<file path="config.mk">
export PLATFORM = sky130hd
export DESIGN_NAME = multi_digit_display_flat
export DESIGN_NICKNAME = d
export VERILOG_FILES = /design/src/rtl/multi_digit_display_pkg.sv /design/src/rtl/multi_digit_display_if.sv /design/src/rtl/multi_digit_display_seg7_decode.sv /design/src/rtl/multi_digit_display.sv /design/src/flat_wrapper.sv
export SDC_FILE = /design/constraint.sdc
export NUM_CORES = 1
export LEC_CHECK = 0
export BUFFER_PORTS_ARGS = -buffer_cell sky130_fd_sc_hd__buf_2
export CAP_MARGIN = 20
export CELL_PAD_IN_SITES_DETAIL_PLACEMENT = 0
export CELL_PAD_IN_SITES_GLOBAL_PLACEMENT = 1
export CORE_MARGIN = 1.5
export CORE_UTILIZATION = 48
export DETAILED_ROUTE_END_ITERATION = 7
export HOLD_SLACK_MARGIN = 0.1
export PLACE_DENSITY_LB_ADDON = 0.15
export SYNTH_ARGS = -nofsm -noshare
export SYNTH_HDL_FRONTEND = slang
export SYNTH_SLANG_ARGS = --single-unit
</file>
<file path="constraint.sdc">
create_clock -name Clk -period 5.85 [get_ports Clk]
set_input_delay 1.17 -clock Clk [delete_from_list [all_inputs] [get_ports Clk]]
set_output_delay 1.17 -clock Clk [all_outputs]
set_load 0.1 [all_outputs]
</file>
<file path="src/rtl/multi_digit_display_pkg.sv">
// Shared digit codes, segment patterns, conversion FSM states and the overflow limit helper.
// Segments are active-low, bit 6 = a ... bit 0 = g.
package multi_digit_display_pkg;

  localparam logic [3:0] CODE_DASH  = 4'hA;
  localparam logic [3:0] CODE_BLANK = 4'hF;

  localparam logic [6:0] SEG_0     = 7'b0000001;
  localparam logic [6:0] SEG_1     = 7'b1001111;
  localparam logic [6:0] SEG_2     = 7'b0010010;
  localparam logic [6:0] SEG_3     = 7'b0000110;
  localparam logic [6:0] SEG_4     = 7'b1001100;
  localparam logic [6:0] SEG_5     = 7'b0100100;
  localparam logic [6:0] SEG_6     = 7'b0100000;
  localparam logic [6:0] SEG_7     = 7'b0001111;
  localparam logic [6:0] SEG_8     = 7'b0000000;
  localparam logic [6:0] SEG_9     = 7'b0000100;
  localparam logic [6:0] SEG_DASH  = 7'b1111110;
  localparam logic [6:0] SEG_BLANK = 7'b1111111;

  typedef enum logic [1:0] {
    ST_IDLE   = 2'd0,
    ST_CONV   = 2'd1,
    ST_COMMIT = 2'd2
  } convState_e;

  // Smallest value that no longer fits in n decimal digits.
  function automatic longint unsigned pow10(input int n);
    longint unsigned r;
    r = 1;
    for (int i = 0; i < n; i++) r = r * 10;
    return r;
  endfunction

endpackage

</file>
<file path="src/rtl/multi_digit_display_if.sv">
// Value-load and display-scan signals of the multi-digit display.
// master = system side driving numbers, slave = the display block.
interface multi_digit_display_if #(
  parameter int NUM_CH    = 2,
  parameter int DIGITS    = 4,
  parameter int NUM_WIDTH = 13
);
  logic [NUM_CH*NUM_WIDTH-1:0] Numbers;
  logic                        Load;
  logic                        BlankLZ;
  logic [6:0]                  out7;
  logic [NUM_CH*DIGITS-1:0]    en_out;
  logic                        Busy;

  modport master (
    output Numbers, Load, BlankLZ,
    input  out7, en_out, Busy
  );

  modport slave (
    input  Numbers, Load, BlankLZ,
    output out7, en_out, Busy
  );
endinterface

</file>
<file path="src/rtl/multi_digit_display_seg7_decode.sv">
// Digit code to active-low seven-segment pattern; purely combinational.
// Codes other than 0-9 and DASH decode to all segments off.
module seg7_decode
  import multi_digit_display_pkg::*;
(
  input  logic [3:0] code,
  output logic [6:0] seg
);

  always_comb begin
    seg = SEG_BLANK;
    case (code)
      4'd0:       seg = SEG_0;
      4'd1:       seg = SEG_1;
      4'd2:       seg = SEG_2;
      4'd3:       seg = SEG_3;
      4'd4:       seg = SEG_4;
      4'd5:       seg = SEG_5;
      4'd6:       seg = SEG_6;
      4'd7:       seg = SEG_7;
      4'd8:       seg = SEG_8;
      4'd9:       seg = SEG_9;
      CODE_DASH:  seg = SEG_DASH;
      CODE_BLANK: seg = SEG_BLANK;
      default:    seg = SEG_BLANK;
    endcase
  end

endmodule

</file>
<file path="src/rtl/multi_digit_display.sv">
// Multiplexed decimal display: binary channels converted serially by double-dabble, committed atomically,
// then scanned one digit per 2^DIV_BITS cycles; Load during a conversion queues one restart.
module multi_digit_display
  import multi_digit_display_pkg::*;
#(
  parameter int NUM_CH    = 2,
  parameter int DIGITS    = 4,
  parameter int NUM_WIDTH = 13,
  parameter int DIV_BITS  = 17
) (
  input logic                  Clk,
  input logic                  Rst,
  multi_digit_display_if.slave bus
);

  localparam int CH_W  = (NUM_CH > 1) ? $clog2(NUM_CH) : 1;
  localparam int DIG_W = (DIGITS > 1) ? $clog2(DIGITS) : 1;
  localparam int BIT_W = (NUM_WIDTH > 1) ? $clog2(NUM_WIDTH) : 1;
  localparam int BCD_W = 4 * DIGITS;

  localparam logic [CH_W-1:0]  LAST_CH   = CH_W'(NUM_CH - 1);
  localparam logic [DIG_W-1:0] LAST_DIG  = DIG_W'(DIGITS - 1);
  localparam logic [BIT_W-1:0] LAST_BIT  = BIT_W'(NUM_WIDTH - 1);
  localparam logic [63:0]      OVF_LIMIT = 64'(pow10(DIGITS));

  convState_e state, nextState;
  logic       pending;
  logic       capture;

  logic [NUM_WIDTH-1:0] shadowCh [NUM_CH];
  logic [NUM_WIDTH-1:0] binSh;
  logic [BCD_W-1:0]     bcd, bcdAdj, bcdNext;
  logic [CH_W-1:0]      chIdx;
  logic [BIT_W-1:0]     bitCnt;
  logic                 bitLast, chLast, chOverflow;

  logic [3:0] stageDig [NUM_CH][DIGITS];
  logic [3:0] dispDig  [NUM_CH][DIGITS];

  logic [DIV_BITS-1:0]      divCnt;
  logic [CH_W-1:0]          scanCh;
  logic [DIG_W-1:0]         scanDig;
  logic [3:0]               scanCode, shownCode;
  logic                     higherNonZero, lzBlank;
  logic [6:0]               segOut, out7Q;
  logic [NUM_CH*DIGITS-1:0] enNext, enQ;

  assign bitLast    = (bitCnt == LAST_BIT);
  assign chLast     = (chIdx == LAST_CH);
  assign chOverflow = (64'(shadowCh[chIdx]) >= OVF_LIMIT);

  // ---------------- conversion FSM ----------------
  always_ff @(posedge Clk or posedge Rst) begin
    if (Rst) state <= ST_IDLE;
    else     state <= nextState;
  end

  always_comb begin
    nextState = state;
    capture   = 1'b0;
    case (state)
      ST_IDLE: begin
        if (bus.Load) begin
          nextState = ST_CONV;
          capture   = 1'b1;
        end
      end
      ST_CONV: begin
        if (bitLast && chLast) nextState = ST_COMMIT;
      end
      ST_COMMIT: begin
        // A Load arriving in the commit cycle itself restarts just like a queued one.
        if (pending || bus.Load) begin
          nextState = ST_CONV;
          capture   = 1'b1;
        end else begin
          nextState = ST_IDLE;
        end
      end
      default: nextState = ST_IDLE;
    endcase
  end

  always_ff @(posedge Clk or posedge Rst) begin
    if (Rst)                                pending <= 1'b0;
    else if (state == ST_COMMIT)            pending <= 1'b0;
    else if (bus.Load && state != ST_IDLE)  pending <= 1'b1;
  end

  // ---------------- double-dabble datapath ----------------
  always_comb begin
    bcdAdj = bcd;
    for (int k = 0; k < DIGITS; k++) begin
      if (bcd[k*4 +: 4] >= 4'd5) bcdAdj[k*4 +: 4] = bcd[k*4 +: 4] + 4'd3;
    end
    bcdNext = (bcdAdj << 1) | BCD_W'(binSh[NUM_WIDTH-1]);
  end

  always_ff @(posedge Clk or posedge Rst) begin
    if (Rst) begin
      binSh  <= '0;
      bcd    <= '0;
      chIdx  <= '0;
      bitCnt <= '0;
      for (int c = 0; c < NUM_CH; c++) begin
        shadowCh[c] <= '0;
        for (int d = 0; d < DIGITS; d++) begin
          stageDig[c][d] <= CODE_BLANK;
          dispDig[c][d]  <= CODE_BLANK;
        end
      end
    end else begin
      if (capture) begin
        for (int c = 0; c < NUM_CH; c++) shadowCh[c] <= bus.Numbers[c*NUM_WIDTH +: NUM_WIDTH];
        binSh  <= bus.Numbers[NUM_WIDTH-1:0];
        bcd    <= '0;
        chIdx  <= '0;
        bitCnt <= '0;
      end else if (state == ST_CONV) begin
        binSh  <= binSh << 1;
        bcd    <= bcdNext;
        bitCnt <= bitCnt + BIT_W'(1);
        if (bitLast) begin
          // Overflow channels keep full conversion timing but store dashes.
          for (int d = 0; d < DIGITS; d++)
            stageDig[chIdx][d] <= chOverflow ? CODE_DASH : bcdNext[d*4 +: 4];
          bcd    <= '0;
          bitCnt <= '0;
          if (!chLast) begin
            chIdx <= chIdx + CH_W'(1);
            binSh <= shadowCh[chIdx + CH_W'(1)];
          end
        end
      end
      if (state == ST_COMMIT) begin
        for (int c = 0; c < NUM_CH; c++)
          for (int d = 0; d < DIGITS; d++)
            dispDig[c][d] <= stageDig[c][d];
      end
    end
  end

  // ---------------- refresh scan ----------------
  always_ff @(posedge Clk or posedge Rst) begin
    if (Rst) begin
      divCnt  <= '0;
      scanCh  <= '0;
      scanDig <= '0;
    end else begin
      divCnt <= divCnt + DIV_BITS'(1);
      if (&divCnt) begin
        if (scanDig == LAST_DIG) begin
          scanDig <= '0;
          scanCh  <= (scanCh == LAST_CH) ? '0 : scanCh + CH_W'(1);
        end else begin
          scanDig <= scanDig + DIG_W'(1);
        end
      end
    end
  end

  // Leading-zero blanking works on committed digits, so BlankLZ acts without reconversion.
  always_comb begin
    scanCode      = dispDig[scanCh][scanDig];
    higherNonZero = 1'b0;
    for (int k = 0; k < DIGITS; k++) begin
      if ((DIG_W'(k) >= scanDig) && (dispDig[scanCh][k] != 4'd0)) higherNonZero = 1'b1;
    end
    lzBlank   = bus.BlankLZ && (scanDig != '0) && !higherNonZero;
    shownCode = lzBlank ? CODE_BLANK : scanCode;
  end

  always_comb begin
    enNext = '1;
    for (int c = 0; c < NUM_CH; c++)
      for (int d = 0; d < DIGITS; d++)
        enNext[c*DIGITS + d] = !((scanCh == CH_W'(c)) && (scanDig == DIG_W'(d)));
  end

  seg7_decode uDecode (
    .code (shownCode),
    .seg  (segOut)
  );

  always_ff @(posedge Clk or posedge Rst) begin
    if (Rst) begin
      out7Q <= SEG_BLANK;
      enQ   <= '1;
    end else begin
      out7Q <= segOut;
      enQ   <= enNext;
    end
  end

  assign bus.out7   = out7Q;
  assign bus.en_out = enQ;
  assign bus.Busy   = (state != ST_IDLE);

endmodule
</file>
<file path="src/flat_wrapper.sv">
// flat-port wrapper written by rule: the top's interface ports become plain ports
module multi_digit_display_flat import multi_digit_display_pkg::*;
#(
  parameter int NUM_CH    = 2,
  parameter int DIGITS    = 4,
  parameter int NUM_WIDTH = 13,
  parameter int DIV_BITS  = 17
)
  (Clk, Rst, bus_Numbers, bus_Load, bus_BlankLZ, bus_out7, bus_en_out, bus_Busy);
  multi_digit_display_if #(.NUM_CH(NUM_CH), .DIGITS(DIGITS), .NUM_WIDTH(NUM_WIDTH)) bus_i ();
  input logic Clk;
  input logic Rst;
  input wire logic [$bits(bus_i.Numbers)-1:0] bus_Numbers;
  input wire logic [$bits(bus_i.Load)-1:0] bus_Load;
  input wire logic [$bits(bus_i.BlankLZ)-1:0] bus_BlankLZ;
  output wire logic [$bits(bus_i.out7)-1:0] bus_out7;
  output wire logic [$bits(bus_i.en_out)-1:0] bus_en_out;
  output wire logic [$bits(bus_i.Busy)-1:0] bus_Busy;
  assign bus_i.Numbers = bus_Numbers;
  assign bus_i.Load = bus_Load;
  assign bus_i.BlankLZ = bus_BlankLZ;
  assign bus_out7 = bus_i.out7;
  assign bus_en_out = bus_i.en_out;
  assign bus_Busy = bus_i.Busy;
  multi_digit_display #(.NUM_CH(NUM_CH), .DIGITS(DIGITS), .NUM_WIDTH(NUM_WIDTH), .DIV_BITS(DIV_BITS)) u_core (.Clk(Clk), .Rst(Rst), .bus(bus_i));
endmodule
</file>
# Word-level counts from Yosys, hierarchy flattened
# Memories as Yosys holds them, arrays and structs flattened. A register that Yosys moved wholly into a read port is not among the register bits.
# Index checks and enable logic that the tools add are counted.
word_totals:
  ff_bits: 155
  latchBits: 0
  mem_bits_rw: 0
  rom_bits: 112
  input_bits: 30
  out_inout_bits: 16
  elab_cells: 164
  mem_count: 1
op_classes:
  n_addsub: 9
  n_mul: 0
  div_mod_pow: 0
  magnitude_cmp: 13
  eq_ne: 8
  shifts: 0
  n_mux: 55
  bitwise: 7
  reduce_logical: 43
memory_table:
  columns: ["name", "depth", "width", "rd", "rd_ports_with_merged_regs", "wr", "line", "source"]
  rows:
  - ["(no name shown)", 16, 7, 1, 1, 0, "multi_digit_display_seg7_decode.sv:12", "case (code)"]
ops:
  columns: ["operator", "count"]
  rows:
  - ["$bwmux W32", 4]
  - ["$mux W16", 7]
  - ["$mux W13", 7]
  - ["$demux W16 S1", 4]
  - ["$mux W4", 10]
  - ["$reduce_and A18 Y1", 1]
  - ["$add A17 B1 Y17 const B", 1]
  - ["$logic_and A1 B1 Y1", 17]
  - ["$reduce_and A17 Y1", 1]
  - ["$ge A4 B3 Y1 const B", 4]
  - ["$or A16 B1 Y16", 1]
  - ["$reduce_bool A4 Y1", 4]
  - ["$mux W1", 14]
  - ["$add A4 B2 Y4 const B", 3]
  - ["$mux W12", 1]
  - ["$reduce_bool A2 Y1", 5]
  - ["$logic_not A1 Y1", 9]
  - ["$bmux W4 S2", 1]
  - ["$mux W8", 1]
  - ["$eq A2 B2 Y1 const B", 3]
  - ["$ge A2 B2 Y1 const B", 3]
  - ["$mux W2", 3]
  - ["$not A1 Y2", 3]
  - ["$pmux W2 S3", 1]
  - ["other kinds (20)", 27]

# Depth between registers and ports, before layout
# Gate-level depths: netlist (run 1).
depth:
  ltp_word: 13
  ltp_mapped: 11
  mapped_depth_nobuf: 9

# Cells and area by module
# Synthesis (run 1) repeated with hierarchy kept, for this count alone.
unflattened:
  cells_unflattened: 589
  hier_area_um2: 6935.4
modules_own_cells:
  columns: ["module", "instances", "cells_each", "area_per_inst_um2", "seq_area_each_um2"]
  rows:
  - ["multi_digit_display", 1, 556, 6708.9, 3827.4]
  - ["seg7_decode", 1, 33, 226.5, 0.0]

# Worst setup path before layout (run 1)
# Ideal clock, no wire load.
synth_path:
  path_type: "input port to flip-flop"
  start: "input port bus_BlankLZ"
  end: "register u_core.out7Q[3], in the netlist u_core.bus.out7[3]"
  setup_time_ns: 0.086
  arrival_ns: 2.132
  required_ns: 5.764
  slack_ns: 3.633
  stages: 7
  path_buffers: 1
  cell_sequence: "nor2b_1 > nand4_1 > buf_4 > and2_1 > ha_1 > o211ai_2 > nand3_1"
synth_via:
  elab_chain_len: 3
synth_lines:
  columns: ["item", "line", "source"]
  rows:
  - ["from (decl)", "flat_wrapper.sv:15", "input wire logic [$bits(bus_i.BlankLZ)-1:0] bus_BlankLZ;"]
  - ["$logic_and A1 B1 Y1 (2 in a row)", "multi_digit_display.sv:169", "lzBlank = bus.BlankLZ && (scanDig != '0) && !higherNonZero;"]
  - ["$mux W4", "multi_digit_display.sv:170", "shownCode = lzBlank ? CODE_BLANK : scanCode;"]
  - ["to (decl)", "multi_digit_display.sv:45", "logic [6:0] segOut, out7Q;"]
# Every way passes these cells.
# A chain may end at the register's enable or synchronous reset.

# Worst setup path in the final report (run 1)
layout_path:
  start: "register u_core.bitCnt[0]"
  end: "register u_core.stageDig[28] in the netlist's numbering"
layout_via:
  elab_chain_len: 2
layout_lines:
  columns: ["item", "line", "source"]
  rows:
  - ["from (decl)", "multi_digit_display.sv:34", "logic [BIT_W-1:0] bitCnt;"]
  - ["from (signal assigned)", "multi_digit_display.sv:122", "bitCnt <= bitCnt + BIT_W'(1);"]
  - ["$eq A4 B4 Y1", "multi_digit_display.sv:48", "assign bitLast = (bitCnt == LAST_BIT);"]
  - ["$reduce_and A3 Y1 (no source line)", null, null]
  - ["to (signal, indexed assignment)", "multi_digit_display.sv:126", "stageDig[chIdx][d] <= chOverflow ? CODE_DASH : bcdNext[d*4 +: 4];"]
  - ["to (decl)", "multi_digit_display.sv:37", "logic [3:0] stageDig [NUM_CH][DIGITS];"]
# Every way passes these cells.

==> results of run 1 <==
==> worst paths after layout <==
path	startpoint	end
min	u_core.stageDig[12]	u_core.stageDig[12]
max reg2reg	u_core.bitCnt[0]	u_core.stageDig[28]
max in group asynchronous	Rst	u_core.shadowCh[5]
min reg2reg	u_core.stageDig[12]	u_core.stageDig[12]
min in group asynchronous	Rst	u_core.bcd[11]
max	u_core.bitCnt[0]	u_core.stageDig[28]
==> cell type report <==
type	count	area, sq um	share of cell area
Clock buffer	24	502	0.0644
Sequential cell	149	3830	0.492
Clock inverter	8	96.3	0.0124
Multi-Input combinational cell	380	2810	0.360
Timing Repair Buffer	49	255	0.0328
Tap cell	180	225	0.0289
Inverter	18	72.6	0.00932
==> metal layers <==
metal / up-vias / track usage / routed length (um)
met5: - / 0 / 0
met4: 0 / 0.0501 / 107
met2: 59 / 0.302 / 6240
met3: 10 / 0.0585 / 399
met1: 2180 / 0.273 / 6510
li1: 2094 / - / -
==> cell usage after synthesis (13+ instances only) <==
cell,number
dfstp_2,79
nand2_1,67
mux2_2,55
ha_1,23
nand3_1,14
dfrtp_1,70
a21oi_1,14
o21ai_0,61
mux2i_1,14
nor2_1,22
inv_1,17
xnor2_1,13
==> cell families (layout without fill, tap and decap cells) <==
family | count (synthesis) | in the layout | share of synthesized area
mux | 81 | 81 | 0.151
buf+inv | 42 | 99 | 0.0277
compound gates | 109 | 109 | 0.0918
simple gates | 148 | 148 | 0.101
xor+xnor | 19 | 19 | 0.0244
flops | 149 | 149 | 0.561
fa+ha+maj | 23 | 23 | 0.0422
==> tightest hold or removal path, stage by stage (launching register included) <==
cell and delay (ps):
dfstp_2 370, nand2_1 50, nand2_1 40
==> registers in the layout, indices dropped and copies added, names as in the netlist, 2 cells and up <==
register and count:
u_core.dispDig 32, u_core.stageDig 32, u_core.divCnt 17, u_core.bcd 16, u_core.binSh 13, u_core.shadowCh 13, u_core.bus.en_out 8, u_core.bus.out7 7
u_core.bitCnt 4, u_core.scanDig 2, u_core.state 2
==> power groups by stage <==
stage          logic, mW  registers (mW)  clock network, mW
2_1_floorplan      0.624            1.53                  0
3_3_place_gp       0.820            1.54                  0
3_5_place_dp       0.850            1.54                  0
4_1_cts            0.854            1.53               1.11
5_1_grt            0.958            1.57               1.16
6_report           0.835            1.54               1.09
==> results.sh, run 1 <==
export IMPL_ys_flop_type="dfstp_2"
export IMPL_crit_required_ps=6190
export IMPL_drcViolationCount=0
export IMPL_critPathTopFamily="simple AND/OR/NAND/NOR gates"
export IMPL_combPwrFrac=0.242
export IMPL_regToRegSetupSlack_ps=2900
export IMPL_fp_dieW_um=122
export IMPL_layout_commonest_cell="dfstp_2"
export IMPL_internal_power_mw=2.38
export IMPL_die_y_um=122
export IMPL_worst_slack_ps=2900
export IMPL_globalplace_congestion=0.774
export IMPL_tns_ps=0
export IMPL_start_util=0.491
export IMPL_drive_gt1_frac=0.365
export IMPL_grt_pass1_wl_mm=22.3
export IMPL_finalSetupViolCount=0
export IMPL_ant_nets=0
export IMPL_n_fill_cell=1195
export IMPL_post_synth_top_area_cell="dfstp_2"
export IMPL_via_count=4343
export IMPL_hold_violations=0
export IMPL_holdWs_ps=458
export IMPL_finalCritPeriodShare=0.505
export IMPL_final_cells=808
export IMPL_synth_edf_count=0
export IMPL_fin_skew_ps=7.09
export IMPL_cts_sinks=149
export IMPL_ys_top_cells_by_area="dfstp_2, dfrtp_1, mux2_2"
export IMPL_clockRootBuffer="clkbuf_16"
export IMPL_wl_per_cell_um=16.4
export IMPL_critical_path_startpoint_type="flop"
export IMPL_cts_buffers_inserted=17
export IMPL_clockPowerShare=0.314
export IMPL_hpwl_mm=8.91
export IMPL_synth_async_sr_flop_share=1.00
export IMPL_clk_pin_slew_ps=60
export IMPL_area_growth_synth_to_final_pct=14.2
export IMPL_synth_nets=624
export IMPL_yosysSeqAreaShare=0.561
export IMPL_num_antenna_cells=0
export IMPL_cp_data_arrival_time_ps=3290
export IMPL_h_tree_depth=4
export IMPL_utilization=0.561
export IMPL_wirelength_mm=13.3
export IMPL_peakVddDrop_v=0.000302
export IMPL_ys_ff_latch=149
export IMPL_dp_slack_ps=2880
export IMPL_min_path_type="flop to flop"
export IMPL_dpl_cell_count=776
export IMPL_synth_top_area_share=0.304
export IMPL_sequentialPowerShare=0.444
export IMPL_die_area_sq_um=14900
export IMPL_ys_warnings_count=0
export IMPL_maxSlewHeadroom=0.360
export IMPL_drtPass1Iterations=4
export IMPL_clock_latency_ps=420
export IMPL_final_area_sq_um=7780
export IMPL_io_pins=46
export IMPL_drt_iter0_markers=194
export IMPL_path_class="flop to flop"
export IMPL_netlist_instances=571
export IMPL_period_minus_slack_ps=2950
export IMPL_grt_pass1_vias=4422
export IMPL_grtUsageTotal=0.196
export IMPL_cts_resized=0
export IMPL_power_density_nw_per_um2=444
export IMPL_slowest_stage="nand2_1"
export IMPL_rr_worst_depth=6
export IMPL_critPathBufInv=1
export IMPL_rsz0062_at_grt="no"
export IMPL_final_cell_mix="dfstp_2, dfrtp_1, nand2_1"
export IMPL_final_nets=668
export IMPL_min_path_cells=2
export IMPL_grt_remaining_overflow=0
export IMPL_power_leakage_nw=3.41
export IMPL_switching_power_mw=1.08
export IMPL_crit_path_end_kind="flop"
export IMPL_dpl_instance_area_sq_um=7190
export IMPL_cp_max_fo=27
export IMPL_via_per_inst=5.38
export IMPL_finalPower_mw=3.46
export IMPL_antenna_found_initial=0
export IMPL_swShare=0.312
export IMPL_path_cells="inv_1 > ha_1 > nand3_1 > nor2_2 > nand2_1 > mux2_2"
export IMPL_max_freq_mhz=338
export IMPL_port_buffers=45
export IMPL_post_cts_buffers=0
export IMPL_grt_max_degree=103
export IMPL_slew_violations=0
export IMPL_coreArea_sq_um=13900
export IMPL_status="complete, no violations"
export IMPL_syn_avg_cell_area_sq_um=11.9
export IMPL_num_rows=43
export IMPL_cts_buffer_depth=2
export IMPL_synth_distinct_cells=45
export IMPL_max_cap_violations=0
export IMPL_cts_tree="done"
export IMPL_worst_path_stages=6
export IMPL_max_stage_delay_ps=800
export IMPL_worst_pin_slew_ps=957
export IMPL_synth_area_sq_um=6820
export IMPL_postCtsHoldBufs=0
Power figures use the tool's default switching activity.
==> inputs of run 2 (changes only) <==
ABC_AREA = 1   (was default)
CORE_UTILIZATION = 42   (was 48)
clock period = 2.5 ns   (was 5.85 ns; I/O delays follow)
==> run 2 against run 1 <==
Clock-buffer cell count down 7. Synthesized cell count up 38%. Routed wire length up 7.0%. First-iteration DRC count up 20%. Critical path depth up 6. Flip-flop and latch count unchanged. Critical path type unchanged. Critical endpoint is now u_core.bus.out7[6]. Highest routed layer unchanged.
==> results.sh, run 2 <==
export IMPL_met2_usage=0.289
export IMPL_synth_edf_count=0
export IMPL_fp_dieW_um=131
export IMPL_use_met1=0.237
export IMPL_cts_buffer_depth=2
export IMPL_crit_path_end_kind="flop"
export IMPL_cts_resized=0
export IMPL_clockRootBuffer="clkbuf_16"
export IMPL_synth_nets=841
export IMPL_grt_pass1_vias=5298
export IMPL_cts_buffers_inserted=17
export IMPL_slowest_stage="dfrtp_1"
export IMPL_path_class="flop to flop"
export IMPL_ys_ff_latch=149
export IMPL_cpMostUsedCell="nand2_1"
export IMPL_cp_data_arrival_time_ps=2680
export IMPL_io_pins=46
export IMPL_grtUsageTotal=0.177
export IMPL_start_util=0.433
export IMPL_ys_flop_type="dfstp_2"
export IMPL_layout_commonest_cell="nand2_1"
export IMPL_ys_top_cells_by_count="nand2_1, dfstp_2, dfrtp_1, inv_1, o21ai_0"
export IMPL_met3_usage=0.0428
export IMPL_fin_skew_ps=6.72
export IMPL_wirelength_mm=14.2
export IMPL_hpwl_mm=9.76
export IMPL_max_cap_violations=0
export IMPL_combPwrFrac=0.286
export IMPL_final_nets=887
export IMPL_clockPowerShare=0.298
export IMPL_clk_pin_slew_ps=60
export IMPL_internal_power_mw=5.89
export IMPL_drcViolationCount=0
export IMPL_busiest_layer="met2"
export IMPL_reg_top3="u_core.dispDig (32), u_core.stageDig (32), u_core.divCnt (17)"
export IMPL_area_growth_synth_to_final_pct=15.7
export IMPL_status="complete, no violations"
export IMPL_grt_remaining_overflow=0
export IMPL_ant_nets=0
export IMPL_peakVddDrop_v=0.000596
export IMPL_syn_avg_cell_area_sq_um=8.79
export IMPL_cts_tree="done"
export IMPL_ys_warnings_count=0
export IMPL_dpl_instance_area_sq_um=7380
export IMPL_postCtsHoldBufs=0
export IMPL_h_tree_depth=4
export IMPL_hold_violations=0
export IMPL_cp_max_fo=8
export IMPL_yosysMostFrequentCell="nand2_1"
export IMPL_synth_distinct_cells=37
export IMPL_tns_ps=0
export IMPL_path_cells="inv_1 > ha_1 > or2_2 > nand2_1 > nand3_4 > nand2_1 > inv_1 > ha_1 > a21oi_1 > nor2_1 > nand2_1 > nand2_1"
export IMPL_min_path_type="primary input to asynchronous set/reset pin"
export IMPL_die_y_um=131
export IMPL_ys_top_cells_by_area="dfstp_2, dfrtp_1, nand2_1"
export IMPL_final_cells=1063
export IMPL_worst_pin_slew_ps=767
export IMPL_swShare=0.353
export IMPL_synth_async_sr_flop_share=1.00
export IMPL_drt_iter0_markers=233
export IMPL_period_minus_slack_ps=2330
export IMPL_maxSlewHeadroom=0.488
export IMPL_finalCritPeriodShare=0.932
export IMPL_rsz0062_at_grt="no"
export IMPL_grt_pass1_wl_mm=25.0
export IMPL_dpl_cell_count=1031
export IMPL_final_area_sq_um=8010
export IMPL_cts_sinks=149
export IMPL_max_stage_delay_ps=480
export IMPL_num_antenna_cells=0
export IMPL_synth_top_area_share=0.300
export IMPL_yosysSeqAreaShare=0.553
export IMPL_slew_violations=0
export IMPL_drive_gt1_frac=0.224
export IMPL_via_count=5163
export IMPL_post_synth_top_area_cell="dfstp_2"
export IMPL_port_buffers=45
export IMPL_sequentialPowerShare=0.416
export IMPL_power_density_nw_per_um2=1140
export IMPL_drtPass1Iterations=5
export IMPL_die_area_sq_um=17300
export IMPL_utilization=0.501
export IMPL_num_rows=46
export IMPL_post_cts_buffers=0
export IMPL_switching_power_mw=3.21
export IMPL_power_leakage_nw=3.79
export IMPL_wl_per_cell_um=13.3
export IMPL_synth_area_sq_um=6930
export IMPL_globalplace_congestion=0.849
export IMPL_final_cell_mix="nand2_1, dfstp_2, dfrtp_1"
export IMPL_antenna_found_initial=0
export IMPL_crit_required_ps=2850
export IMPL_critical_path_startpoint_type="flop"
export IMPL_max_freq_mhz=429
export IMPL_netlist_instances=788
export IMPL_via_per_inst=4.86
export IMPL_grt_max_degree=103
export IMPL_finalSetupViolCount=0
export IMPL_clock_latency_ps=420
export IMPL_coreArea_sq_um=16000
## run 2: final cells by class
| cell class | instances | area, sq um |
|---|---|---|
| fill | 1540 | 7990 |
| sequential | 149 | 3830 |
| multi-input combinational | 532 | 2660 |
| clock buffer | 17 | 425 |
| timing repair buffer | 57 | 328 |
| inverter | 77 | 293 |
| tap | 216 | 270 |
| clock inverter | 15 | 204 |
## run 2: power by group through the flow
stage	sequential [mW]	combinational (mW)	clock, mW
5_1_grt	3.88	3.00	2.87
4_1_cts	3.78	2.64	2.78
6_report	3.78	2.60	2.71
2_1_floorplan	3.91	1.87	0
3_5_place_dp	3.81	2.63	0
3_3_place_gp	3.80	2.53	0
## run 2: kinds of logic after synthesis
| logic type | share of synthesized area |
|---|---|
| buffers and inverters | 0.0629 |
| xor gates and xnor gates | 0.0240 |
| adders and majority gates | 0.0416 |
| DFF | 0.553 |
| and+or+nand+nor | 0.226 |
| AOI/OAI and AO/OA | 0.0930 |
## run 2: routing by layer
layer  vias up  share of wire
li1       2627              -
met3        12          0.032
met1      2443           0.49
met4         0         0.0081
met2        81           0.47
met5         -              0
## run 2: path summary, 6_finish.rpt
kind	slack [ps]	startpoint	endpoint	depth (start not counted)
hold reg to reg	450	u_core.divCnt[0]	u_core.divCnt[0]	1
hold / removal	240	Rst	u_core.divCnt[1]	3
min in group Clk	270	bus_Numbers[20]	u_core.shadowCh[7]	3
max in group asynchronous	1790	Rst	u_core.bcd[10]	3
setup reg to reg	170	u_core.scanDig[1]	u_core.bus.out7[6]	12
setup / recovery	170	u_core.scanDig[1]	u_core.bus.out7[6]	12
## run 2: critical path, delay by kind of cell (launching register included)
family                     cells  cell delay (ps)
DFF                            1              480
buffers and inverters          2              300
adders and majority gates      2              440
AOI/OAI and AO/OA              1              140
and+or+nand+nor                7              900
## run 2: through the flow
stage / worst slack (ps) / hold slack (ps) / power (mW)
2_1_floorplan: 190 / 421 / 5.78
3_3_place_gp: 312 / 438 / 6.33
3_5_place_dp: 217 / 445 / 6.45
4_1_cts: 205 / 257 / 9.20
5_1_grt: 27.2 / 274 / 9.75
6_report: 171 / 239 / 9.10
==> inputs of run 3 (changes only) <==
SYNTH_HIERARCHICAL = 1   (was default)
==> run 3 against run 2 <==
Synthesized cell count down 4.4%. Area after synthesis up 0.58%. Flip-flop and latch count did not move. Critical path type unchanged. Final area increased by 0.16%. Largest cell class unchanged. Clock-buffer cell count increased by 1. Sequential share of layout area decreased by 0.059 points. Clock power down 10%. Core utilization down 0.10 points. Maximum frequency increased by 3.0%.
==> results.sh, run 3 <==
export IMPL_synth_distinct_cells=37
export IMPL_clk_pin_slew_ps=60
export IMPL_clockPowerShare=0.291
export IMPL_path_class="flop to flop"
export IMPL_met3_usage=0.0381
export IMPL_ys_warnings_count=6
export IMPL_ys_flop_type="dfstp_2"
export IMPL_regToRegSetupSlack_ps=240
export IMPL_hold_path_end="u_core/shadowCh[0]"
export IMPL_met2_usage=0.284
export IMPL_h_tree_depth=4
export IMPL_crit_path_end_kind="flop"
export IMPL_synthSimpleGateAreaFrac=0.197
export IMPL_critPathTopFamily="simple AND/OR/NAND/NOR gates"
export IMPL_yosysMostFrequentCell="nand2_1"
export IMPL_combPwrFrac=0.269
export IMPL_grt_pass1_wl_mm=24.5
export IMPL_via_per_inst=4.83
export IMPL_power_density_nw_per_um2=1040
export IMPL_grtUsageTotal=0.177
export IMPL_num_antenna_cells=0
export IMPL_fin_skew_ps=7.92
export IMPL_critical_path_startpoint_type="flop"
export IMPL_dpl_cell_count=1002
export IMPL_drt_iter0_markers=243
export IMPL_wirelength_mm=14.3
export IMPL_synth_top_family_by_area="simple AND/OR/NAND/NOR gates"
export IMPL_path_cells="inv_1 > ha_1 > or2_2 > nand2_1 > nand3_1 > nand2_1 > inv_1 > ha_1 > nand2_1 > nand3_1 > nand2_1"
export IMPL_worstHoldStart="bus_Numbers[13]"
export IMPL_switching_power_mw=2.85
export IMPL_rr_startpoint="u_core/scanDig[1]"
export IMPL_critPathBufInv=2
export IMPL_io_pins=46
export IMPL_min_path_type="primary input to flop"
export IMPL_ys_ff_latch=149
export IMPL_netlist_instances=753
export IMPL_synth_area_sq_um=6970
export IMPL_synth_nets=805
export IMPL_final_cell_mix="nand2_1, dfstp_2, dfrtp_1"
export IMPL_max_freq_mhz=442
export IMPL_cpMostUsedCell="nand2_1"
export IMPL_start_util=0.434
export IMPL_synth_compound_area_frac=0.0882
export IMPL_synth_xor_area_share=0.0239
export IMPL_grt_pass1_vias=5050
export IMPL_clock_latency_ps=420
export IMPL_cp_data_arrival_time_ps=2610
export IMPL_die_y_um=132
export IMPL_busiest_layer="met2"
export IMPL_synth_edf_count=0
export IMPL_max_stage_delay_ps=470
export IMPL_peakVddDrop_v=0.000587
export IMPL_drive_gt1_frac=0.264
export IMPL_use_met1=0.238
export IMPL_grt_max_degree=78
export IMPL_rr_worst_depth=11
export IMPL_wl_per_cell_um=13.8
export IMPL_slew_violations=0
export IMPL_reg_top3="u_core/dispDig (32), u_core/stageDig (32), u_core/divCnt (17)"
export IMPL_synth_async_sr_flop_share=1.00
export IMPL_drcViolationCount=0
export IMPL_min_path_cells=3
export IMPL_synthMuxAreaShare=0.0420
export IMPL_dpl_instance_area_sq_um=7450
export IMPL_coreArea_sq_um=16100
export IMPL_drtPass1Iterations=5
export IMPL_ys_top_cells_by_count="nand2_1, dfstp_2, dfrtp_1, inv_1, o21ai_0"
export IMPL_synth_fa_ha_area_frac=0.0395
export IMPL_area_growth_synth_to_final_pct=15.2
export IMPL_status="complete, no violations"
export IMPL_rsz0062_at_grt="no"
export IMPL_final_nets=858
export IMPL_worstReg2RegEnd="u_core/bus.out7[3]"
export IMPL_final_cells=1035
export IMPL_final_area_sq_um=8020
export IMPL_cts_tree="done"
export IMPL_cts_buffers_inserted=17
export IMPL_ant_nets=0
export IMPL_grt_remaining_overflow=0
export IMPL_clockRootBuffer="clkbuf_16"
export IMPL_finalSetupViolCount=0
export IMPL_crit_required_ps=2840
export IMPL_tns_ps=0
export IMPL_sequentialPowerShare=0.440
export IMPL_num_rows=46
export IMPL_die_area_sq_um=17400
export IMPL_cts_buffer_depth=2
export IMPL_syn_avg_cell_area_sq_um=9.25
export IMPL_period_minus_slack_ps=2260
export IMPL_via_count=5002
export IMPL_post_synth_top_area_cell="dfstp_2"
export IMPL_internal_power_mw=5.51
export IMPL_cp_max_fo=10
export IMPL_maxSlewHeadroom=0.651
export IMPL_hpwl_mm=9.98
export IMPL_slowest_stage="dfrtp_2"
export IMPL_max_cap_violations=0
export IMPL_worst_pin_slew_ps=522
export IMPL_power_leakage_nw=3.78
export IMPL_fp_dieW_um=132
export IMPL_yosysSeqAreaShare=0.549
export IMPL_swShare=0.341
export IMPL_globalplace_congestion=0.776
export IMPL_synth_top_area_share=0.298
export IMPL_finalCritPeriodShare=0.904
export IMPL_ys_top_cells_by_area="dfstp_2, dfrtp_1, nand2_1"
export IMPL_antenna_found_initial=0
export IMPL_hold_violations=0
export IMPL_cts_sinks=149
export IMPL_port_buffers=45
export IMPL_layout_commonest_cell="nand2_1"
==> run 3: layout make-up <==
type | instances | area (sq um)
Clock inverter | 14 | 136
Fill cell | 1533 | 8040
Sequential cell | 149 | 3830
Timing Repair Buffer | 59 | 358
Clock buffer | 18 | 429
Inverter | 73 | 283
Tap cell | 216 | 270
Multi-Input combinational cell | 506 | 2720
==> run 3: worst max-delay path by stage <==
stage / endpoint / start / cells past startpoint
after floorplan: u_core/bcd[0] / Rst / 1
after global placement: u_core/bus.out7[3] / u_core/scanDig[1] / 11
after detailed placement: u_core/bus.out7[3] / u_core/scanDig[1] / 11
after CTS: u_core/bus.out7[3] / u_core/scanDig[1] / 11
after global routing: u_core/bus.out7[3] / u_core/scanDig[1] / 11
final: u_core/bus.out7[3] / u_core/scanDig[1] / 11
==> run 3: kinds of logic (layout without fill, tap and decap cells) <==
group                      Yosys count  in the layout
AOI/OAI and AO/OA                  108            108
DFF                                149            149
muxes                               26             26
adders and majority gates           22             22
and+or+nand+nor                    331            331
buffers and inverters               98            164
xor gates and xnor gates            19             19
==> run 3: worst register-to-register path: stages, from the launching register on <==
cell and delay (ps):
dfrtp_2 470, inv_1 130, ha_1 230, or2_2 310
nand2_1 70, nand3_1 130, nand2_1 220, inv_1 110
ha_1 280, nand2_1 60, nand3_1 110, nand2_1 50
==> run 3: metal layers <==
| layer | vias to the layer above | share of wire |
|---|---|---|
| met4 | 0 | 0.014 |
| met1 | 2397 | 0.50 |
| li1 | 2525 | - |
| met3 | 17 | 0.026 |
| met5 | - | 0 |
| met2 | 63 | 0.46 |
==> run 3: timing repair <==
item,4_1_cts,5_1_grt
endpoints found under the setup margin,0,1
setup buffers,0,0
hold buffers,1,0
hold endpoints to repair,4,0
resized for setup,0,1
==> run 3: stage by stage <==
stage / util / hold slack, ps / power [mW] / setup WS [ps]
after global routing: 0.500 / 287 / 8.97 / 82.1
after CTS: 0.500 / 261 / 8.48 / 111
after floorplan: - / 421 / 5.37 / 190
after global placement: 0.464 / 433 / 5.90 / 236
after detailed placement: 0.464 / 452 / 5.99 / 117
final: 0.500 / 278 / 8.36 / 239
==> run 3: power by group through the flow <==
stage               Combinational, mW  Clock (mW)  Sequential (mW)
finish                           2.25        2.44             3.68
global route                     2.61        2.60             3.76
CTS                              2.29        2.51             3.68
detailed placement               2.28           0             3.71
global placement                 2.21           0             3.69
floorplan                        1.66           0             3.70
